File: src/rtl/display_pkg.sv
// Shared types and constants for the two-digit multiplexed 7-segment scanner.
// Segment vectors are active-low {g,f,e,d,c,b,a}; anode vectors are active-low {tens,units}.
package display_pkg;

  typedef enum logic {
    BLANK = 1'b0,
    DRIVE = 1'b1
  } scan_state_e;

  localparam logic [6:0] SEG_0    = 7'h40;
  localparam logic [6:0] SEG_1    = 7'h79;
  localparam logic [6:0] SEG_2    = 7'h24;
  localparam logic [6:0] SEG_3    = 7'h30;
  localparam logic [6:0] SEG_4    = 7'h19;
  localparam logic [6:0] SEG_5    = 7'h12;
  localparam logic [6:0] SEG_6    = 7'h02;
  localparam logic [6:0] SEG_7    = 7'h78;
  localparam logic [6:0] SEG_8    = 7'h00;
  localparam logic [6:0] SEG_9    = 7'h10;
  localparam logic [6:0] SEG_DASH = 7'h3F;
  localparam logic [6:0] SEG_OFF  = 7'h7F;
  localparam logic [1:0] AN_OFF   = 2'b11;

endpackage

File: src/rtl/display_scan_ctrl_bcd_to_7seg.sv
// Combinational BCD to active-low 7-segment decode; 10-15 render as a dash.
module bcd_to_7seg
  import display_pkg::*;
(
  input  logic [3:0] bcd,
  output logic [6:0] seg
);

  // glyph lookup
  always_comb begin
    seg = SEG_DASH;
    case (bcd)
      4'd0:    seg = SEG_0;
      4'd1:    seg = SEG_1;
      4'd2:    seg = SEG_2;
      4'd3:    seg = SEG_3;
      4'd4:    seg = SEG_4;
      4'd5:    seg = SEG_5;
      4'd6:    seg = SEG_6;
      4'd7:    seg = SEG_7;
      4'd8:    seg = SEG_8;
      4'd9:    seg = SEG_9;
      default: seg = SEG_DASH;
    endcase
  end

endmodule

File: src/rtl/display_scan_ctrl.sv
// Two-digit time-multiplexed 7-segment scanner with per-slot blanking and frame-latched digits.
// Optional build macro DISPLAY_LEADING_ZERO_BLANK_EN suppresses a zero tens digit.
module display_scan_ctrl
  import display_pkg::*;
#(
  parameter int DIV       = 100000,
  parameter int BLANK_CYC = 1000
) (
  input  logic       clk,
  input  logic       reset,
  input  logic [3:0] ones,
  input  logic [3:0] tens,
  output logic [1:0] an,
  output logic [6:0] seg,
  output logic       frame_start
);

  localparam int            CW        = (DIV > 1) ? $clog2(DIV) : 1;
  localparam logic [CW-1:0] CNT_MAX   = CW'(DIV - 1);
  localparam logic [CW-1:0] BLANK_LIM = CW'(BLANK_CYC);
  localparam logic [CW-1:0] CNT_ONE   = CW'(1);

  if ((DIV < 2) || (BLANK_CYC < 1) || (BLANK_CYC >= DIV)) begin : g_param_check
    $error("display_scan_ctrl: requires DIV >= 2 and 1 <= BLANK_CYC < DIV");
  end

  logic [CW-1:0] cnt_q, cnt_d;
  logic          dig_q, dig_d;
  logic [3:0]    ones_sh_q, ones_sh_d;
  logic [3:0]    tens_sh_q, tens_sh_d;
  scan_state_e   state_q, state_d;
  logic [1:0]    an_q, an_d;
  logic [6:0]    seg_q, seg_d;
  logic          fs_q, fs_d;
  logic          wrap_s;
  logic [3:0]    dec_in_s;
  logic [6:0]    dec_out_s;

  bcd_to_7seg u_dec (
    .bcd (dec_in_s),
    .seg (dec_out_s)
  );

  // slot counter, digit index and frame-boundary shadow capture
  always_comb begin
    wrap_s    = (cnt_q == CNT_MAX);
    cnt_d     = cnt_q;
    dig_d     = dig_q;
    ones_sh_d = ones_sh_q;
    tens_sh_d = tens_sh_q;
    fs_d      = 1'b0;
    if (wrap_s) begin
      cnt_d = {CW{1'b0}};
      dig_d = ~dig_q;
    end else begin
      cnt_d = cnt_q + CNT_ONE;
      dig_d = dig_q;
    end
    if (wrap_s && dig_q) begin
      ones_sh_d = ones;
      tens_sh_d = tens;
      fs_d      = 1'b1;
    end else begin
      ones_sh_d = ones_sh_q;
      tens_sh_d = tens_sh_q;
      fs_d      = 1'b0;
    end
  end

  // blank/drive sequencing and next output values, aligned with cnt_d/dig_d
  always_comb begin
    state_d  = state_q;
    an_d     = AN_OFF;
    seg_d    = SEG_OFF;
    dec_in_s = dig_d ? tens_sh_q : ones_sh_q;
    case (state_q)
      BLANK:   state_d = (cnt_d >= BLANK_LIM) ? DRIVE : BLANK;
      DRIVE:   state_d = wrap_s ? BLANK : DRIVE;
      default: state_d = BLANK;
    endcase
    case (state_d)
      BLANK: begin
        an_d  = AN_OFF;
        seg_d = SEG_OFF;
      end
      DRIVE: begin
        an_d  = dig_d ? 2'b01 : 2'b10;
        seg_d = dec_out_s;
`ifdef DISPLAY_LEADING_ZERO_BLANK_EN
        if (dig_d && (tens_sh_q == 4'd0)) begin
          an_d  = AN_OFF;
          seg_d = SEG_OFF;
        end else begin
          an_d  = dig_d ? 2'b01 : 2'b10;
          seg_d = dec_out_s;
        end
`endif
      end
      default: begin
        an_d  = AN_OFF;
        seg_d = SEG_OFF;
      end
    endcase
  end

  // all state and registered outputs
  always_ff @(posedge clk or posedge reset) begin
    if (reset) begin
      cnt_q     <= {CW{1'b0}};
      dig_q     <= 1'b0;
      ones_sh_q <= 4'd0;
      tens_sh_q <= 4'd0;
      state_q   <= BLANK;
      an_q      <= AN_OFF;
      seg_q     <= SEG_OFF;
      fs_q      <= 1'b0;
    end else begin
      cnt_q     <= cnt_d;
      dig_q     <= dig_d;
      ones_sh_q <= ones_sh_d;
      tens_sh_q <= tens_sh_d;
      state_q   <= state_d;
      an_q      <= an_d;
      seg_q     <= seg_d;
      fs_q      <= fs_d;
    end
  end

  assign an          = an_q;
  assign seg         = seg_q;
  assign frame_start = fs_q;

endmodule

File: config.mk
export PLATFORM = sky130hd
export DESIGN_NAME = display_scan_ctrl
export DESIGN_NICKNAME = d
export VERILOG_FILES = /design/src/rtl/display_pkg.sv /design/src/rtl/display_scan_ctrl_bcd_to_7seg.sv /design/src/rtl/display_scan_ctrl.sv
export SDC_FILE = /design/constraint.sdc
export NUM_CORES = 1
export LEC_CHECK = 0
export BUFFER_PORTS_ARGS = -buffer_cell sky130_fd_sc_hd__buf_2
export CAP_MARGIN = 20
export CORE_MARGIN = 3
export CORE_UTILIZATION = 39
export DETAILED_ROUTE_END_ITERATION = 7
export GPL_ROUTABILITY_DRIVEN = 1
export SLEW_MARGIN = 25
export SYNTH_ARGS = -nofsm -noshare
export SYNTH_HDL_FRONTEND = slang
export SYNTH_SLANG_ARGS = --single-unit
File: constraint.sdc
create_clock -name clk -period 8.2 [get_ports clk]
set_input_delay 0.41 -clock clk [delete_from_list [all_inputs] [get_ports clk]]
set_output_delay 0.41 -clock clk [all_outputs]
set_load 0.01 [all_outputs]
==> impl_results.md, run 1 <==
- Largest family of logic cells by synthesized area: simple AND/OR/NAND/NOR gates
- Mux contribution to synthesized area: 0.0896
- First-pass DRT Iterations: 4
- Synth top area share: 0.364
- Startpoint types: flip-flop
- RR Endpoint: seg[0]
- Simple-Gate Fraction of Synth Area: 0.165
- CP peak stage delay: 0.55 ns
- Max Clk Rate: between 200 and 300 MHz
- I/O Pins: 20
- Fin. max-slew vios: 0
- Die height: between 70 and 80 um
- FFs w/ async S/R, synth: 1.00
- Distinct cells, synth: 41
- Layout Cells excl Fill: 259
- Register area share after synthesis: 0.486
- Final Setup Violations: 0
- Max_slew headroom: 0.349
- Reg2Reg Depth: 11
- Core area: approximately 0.0046 sq mm
- CP max stage cell: nor4_4
- Total track usage: 0.148
- Period utilisation layout: 0.426
- Final min period: 3.50 ns
- FP Rows: 24
- P_leak: 0.986 nW
- Vias in the first global route: ~1400
- CP Max Fanout: 12
- Grt ovf: 0
- Hold_buf cts: 0
- Compound-cell area share of the yosys netlist: 0.113
- Final Hold Fails: 0
- Post-synth top area cell: dfrtp_1
- CTS tree: yes
- Final nets: 210
- Routability Congestion: roughly 0.86
- Area Overhead vs Synth: 13.3%
- Total negative slack: 0 ns
- WP depth: 11
- Antenna viol nets, final: 0
- Synth area leaders: dfrtp_1, dfstp_2, mux2_2, ha_1, xnor2_1
- #FFs+latches synth: 37
- Delay-heaviest family, CP: simple AND/OR/NAND/NOR gates
- Power per Cell Area: 143 mW/mm^2
- First-pass GRT wire length: 6930 um
- Initial DRC count: 85
- # clock sinks: 37
- Min-delay worst type: primary input to asynchronous set/reset pin
- Initial Util: 0.422
- CP bufs+invs: 1
- Cts bufs inserted: 5
- Synthesized area: approximately 0.0019 sq mm
- I/O Buffers: 19
- Post-CTS Resized: 0
- Vias per cell: between 5 and 6
- Die Wd: 76.3 um
- Fin Hold WS: 0.211 ns
- Total power: 0.312 mW
- Die area: between 0.005 and 0.006 sq mm
- Req. time, crit path: 8.40 ns
- Start of the worst register-to-register path: cnt_q[0]
- Drt total wl: 3980 um
- Largest net degree at the start of global routing: 38
- Reg-to-reg slack, setup: around 4.7 ns
- Postcts setup bufs: 0
- Endpoint class of the critical path: flip-flop
- Htree depth: 2
- Clk root buf: clkbuf_8
- Initial antenna violation count: 0
- Post-Place Cells: around 250
- Core Util, Final: 0.478
- Clock Latency Late Sink: 0.30 ns
- Maxcap violations: 0
- Synthesized area per cell: 11.2 sq um
- DPL Wire Length: between 2000 and 3000 um
- Status: finished, final reports clean
- Post-Synthesis Net Count: 189
- Gate Count Post-Synth: 172
- Number of synthesized flops with an enable pin: 0
- RSZ-0062 raised after global routing: false
- Clock-pin slew of the registers on the worst-case setup and hold paths: 0.08 ns
- Commonest cells post-synth: dfrtp_1, nor2_1, inv_1, mux2_2, dfstp_2
- Via count: around 1400
- Setup Crit Path Kind: flip-flop to flip-flop
- Layout cells sized above 1: 0.289
- Peak VDD IR: approximately 0.08 mV
- Slew @ Worst Pin: 0.968 ns
- Most common cell in the netlist: dfrtp_1
- Worst clock skew: 0.0114 ns
- Yosys warnings: 0
- Crit path DAT: about 3.7 ns
- Max Buffers Root-to-Sink: 2
- Drt drc: 0
- WL/cell: 15.4 um
- Antenna cell count: 0
- Sequence of cells on the critical path: ha_1 > and4_1 > nand4_1 > nor4_4 > ha_1 > mux2i_1 > inv_1 > nor2_1 > o21ai_0 > o21ai_0 > o31ai_1
- Main synth FF type: dfrtp_1
- Xor/xnor share of the synthesized area: 0.0682
- Adder-Cell Fraction of Synth Area: 0.0455
## registers in the layout, summed over array words and instances (netlist names)
| register | cells |
|---|---|
| an | 2 |
| cnt_q | 17 |
| frame_start | 1 |
| seg | 7 |
| ones_sh_q | 4 |
| tens_sh_q | 4 |
| state_q | 1 |
| dig_q | 1 |
## layout make-up
type | instances | area (sq um)
fillers | 449 | 2380
multi-input cells | 119 | 942
flip-flops and latches | 37 | 937
repair buffers | 20 | 103
well taps | 65 | 81.3
clock buffers | 6 | 72.6
inverters | 10 | 37.5
clock inverters | 2 | 10.0
## metrics by stage
| step | instance area, sq um | setup slack, ns |
|---|---|---|
| 2_1_floorplan | 1930 | 4.89 |
| 4_1_cts | 2170 | 4.45 |
| 3_5_place_dp | 2090 | 4.48 |
| 6_report | 2180 | 4.70 |
| 5_1_grt | 2180 | 4.35 |
| 3_3_place_gp | 2090 | 4.62 |
## cells in the final DEF (no fill, tap or decap), types with 2 or more instances in the layout
cell,count
and4_1,4
and3_1,2
nand2_1,7
nor4_1,5
o31ai_1,8
ha_1,7
clkbuf_8,5
dfrtp_1,28
buf_2,19
nor2_1,15
xnor2_1,8
a21oi_1,2
mux2i_1,6
mux2_2,10
clkinv_2,2
dfstp_2,9
o21ai_0,5
or2_2,2
xor2_1,7
nand4_1,6
inv_1,10
nand3_1,4
## layer usage
layer,wire [um],track usage
met1,1810,0.196
met2,1920,0.222
met3,191,0.0437
met4,61,0.0688
met5,0,0
## logic make-up (layout without fill, tap and decap cells)
logic type                 count (synthesis)  count (layout)
and+or+nand+nor                           54              54
adders and majority gates                  7               7
xor gates and xnor gates                  15              15
DFF                                       37              37
muxes                                     16              16
AOI/OAI and AO/OA                         27              27
buffers and inverters                     16              38
## power breakdown
| group | leakage, nW | internal (mW) | total [mW] | switching (mW) |
|---|---|---|---|---|
| sequential | 0.472 | 0.183 | 0.183 | 0 |
| combinational | 0.469 | 0.00185 | 0.00592 | 0.00406 |
| clock | 0.0450 | 0.0589 | 0.124 | 0.0650 |
## worst register-to-register path, stage by stage (launching register included)
cell and delay [ns]:
dfrtp_1 0.41, ha_1 0.28, and4_1 0.32, nand4_1 0.16
nor4_4 0.55, ha_1 0.47, mux2i_1 0.44, inv_1 0.16
nor2_1 0.23, o21ai_0 0.14, o21ai_0 0.13, o31ai_1 0.10
## worst max-delay path by stage
| stage | start | to | slack [ns] |
|---|---|---|---|
| after floorplan | cnt_q[0] | seg[2] | 4.89 |
| after global placement | cnt_q[0] | seg[2] | 4.62 |
| after detailed placement | cnt_q[0] | seg[2] | 4.48 |
| after CTS | cnt_q[0] | seg[2] | 4.45 |
| after global routing | cnt_q[0] | seg[2] | 4.35 |
| final | cnt_q[0] | seg[0] | 4.70 |
Power figures use the tool's default switching activity.
==> run 2: changes to the inputs <==
- clock period: 8.2 -> 3.3 ns (I/O delays scaled with it)
==> run 2 against run 1 <==
Effect of this change:
- register-to-register slack worse by 4.4 ns
- clock power rose to 3.2 times the previous value
- clock skew down 0.0048 ns
- cell count up 0.77%
- power rose to 2.8 times the previous value
- cell area up 2.5%
- core utilization up 1.2 points
- first-iteration DRC count down 21%
- maximum frequency up 16%
- global-route usage down 0.56 points
- via count up 0.72%
- critical path depth up 1
==> impl_results.md, run 2 (same netlist as run 1, synthesis figures left out) <==
- I/O Pins: 20
- Die Wd: 76.3 um
- RR Endpoint: seg[0]
- Final min period: 3.02 ns
- Crit path DAT: approximately 3.2 ns
- Commonest cells after routing, fill and taps aside: dfrtp_1, buf_2, nor2_1, mux2_2
- Startpoint types: flip-flop
- Die area: a little under 0.006 sq mm
- Final nets: 212
- Fin. max-slew vios: 0
- Via count: 1402
- FP Rows: 24
- Max_slew headroom: 0.384
- Worst clock skew: 0.00660 ns
- Clock Latency Late Sink: 0.29 ns
- Worst Setup Slack, final: 0.279 ns
- Initial Util: 0.422
- Most common cell after layout, fill and taps aside: dfrtp_1
- Antenna cell count: 0
- Postcts setup bufs: 0
- Cts bufs inserted: 5
- DPL Wire Length: approximately 2800 um
- Period utilisation layout: 0.915
- Total negative slack: 0 ns
- Setup Crit Path Kind: flip-flop to flip-flop
- Maxcap violations: 0
- RSZ-0062 raised after global routing: false
- Largest net degree at the start of global routing: 30
- Slew @ Worst Pin: between 0.9 and 1 ns
- Hold Path End: tens_sh_q[3]
- Req. time, crit path: 3.48 ns
- Layout cells sized above 1: 0.306
- Core Util, Final: 0.490
- I/O Buffers: 19
- Status: finished, final reports clean
- Grt ovf: 0
- Area Overhead vs Synth: 16.1%
- P_leak: just over 1 nW
- Min-delay worst type: primary input to flip-flop
- Total power: 0.869 mW
- Post-placement worst setup slack: ~0.22 ns
- Power per Cell Area: between 300 and 400 mW/mm^2
- Fill count: 442
- WL/cell: approximately 15 um
- HP Start: tens[3]
- Antenna viol nets, final: 0
- Hold path cells: 2
- CTS tree: yes
- Final Setup Violations: 0
- Max Clk Rate: between 300 and 400 MHz
- Reg-to-reg slack, setup: 0.28 ns
- Max Buffers Root-to-Sink: 2
- Htree depth: 2
- Drt total wl: between 3000 and 4000 um
- Die height: 76.3 um
- Endpoint class of the critical path: flip-flop
- Drt drc: 0
- Clock-pin slew of the registers on the worst-case setup and hold paths: about 0.070 ns
- Largest register FFs: 17
- Vias in the first global route: 1397
- Reg2Reg Depth: 12
- Start of the worst register-to-register path: cnt_q[0]
- Peak VDD IR: around 0.23 mV
- Biggest register: cnt_q
- Clk root buf: clkbuf_8
- Initial DRC count: between 60 and 70
- # clock sinks: 37
- First-pass DRT Iterations: 4
- Total track usage: 0.143
- First-pass GRT wire length: 6730 um
- Routability Congestion: 0.931
- Final Hold Fails: 0
- CP Max Fanout: 8
- Core area: 0.00456 sq mm
- Vias per cell: 5.37
- Initial antenna violation count: 0
## run 2: metrics by stage
stage               instance area, sq um  hold slack [ns]  std cells
finish                              2240            0.108        261
global placement                    2100            0.398        252
detailed placement                  2100            0.267        252
CTS                                 2230           0.0985        261
global route                        2240           0.0969        261
floorplan                           1930            0.317        172
## run 2: how the worst max path moves through the flow
stage                  start  endpoint  slack, ns
CTS                 cnt_q[0]    seg[0]       0.21
floorplan           cnt_q[0]    seg[2]       0.12
detailed placement  cnt_q[0]    seg[0]       0.22
global placement    cnt_q[0]    seg[0]       0.41
finish              cnt_q[0]    seg[0]       0.28
global route        cnt_q[0]    seg[0]     0.0007
## run 2: worst max-delay path, stage by stage, from the launching register on
cell and delay (ns):
dfrtp_1 0.41, ha_1 0.28, and4_1 0.32, nand4_1 0.13, nor4_2 0.20, ha_1 0.38, mux2i_1 0.44, inv_1 0.12
ha_1 0.19, nor2_1 0.09, o21ai_0 0.10, o21ai_0 0.15, o31ai_1 0.11
## run 2: layer usage
metal,wire (um),up-vias,track usage
li1,-,670,-
met2,1770,29,0.219
met3,148,7,0.0402
met1,1830,696,0.191
met5,0,-,0
met4,57,0,0.0543
## run 2: cell type report
type | count | area, sq um | area share
timing repair buffer | 22 | 120 | 0.0537
sequential | 37 | 937 | 0.419
clock inverter | 1 | 5.00 | 0.00224
multi-input combinational | 119 | 937 | 0.419
tap | 65 | 81.3 | 0.0364
clock buffer | 7 | 119 | 0.0531
inverter | 10 | 37.5 | 0.0168
## run 2: timing repair
item / 4_1_cts / 5_1_grt
hold endpoints to repair: 19 / 0
gates resized for setup: 0 / 1
hold buffers: 1 / 0
setup endpoints to repair: 0 / 3
## run 2: power by group
group	switching (mW)	total [mW]	internal [mW]	leakage, nW
Clock	0.161	0.400	0.239	0.0645
Sequential	0	0.454	0.454	0.472
Combinational	0.00979	0.0152	0.00538	0.478
Total	0.171	0.869	0.698	1.01
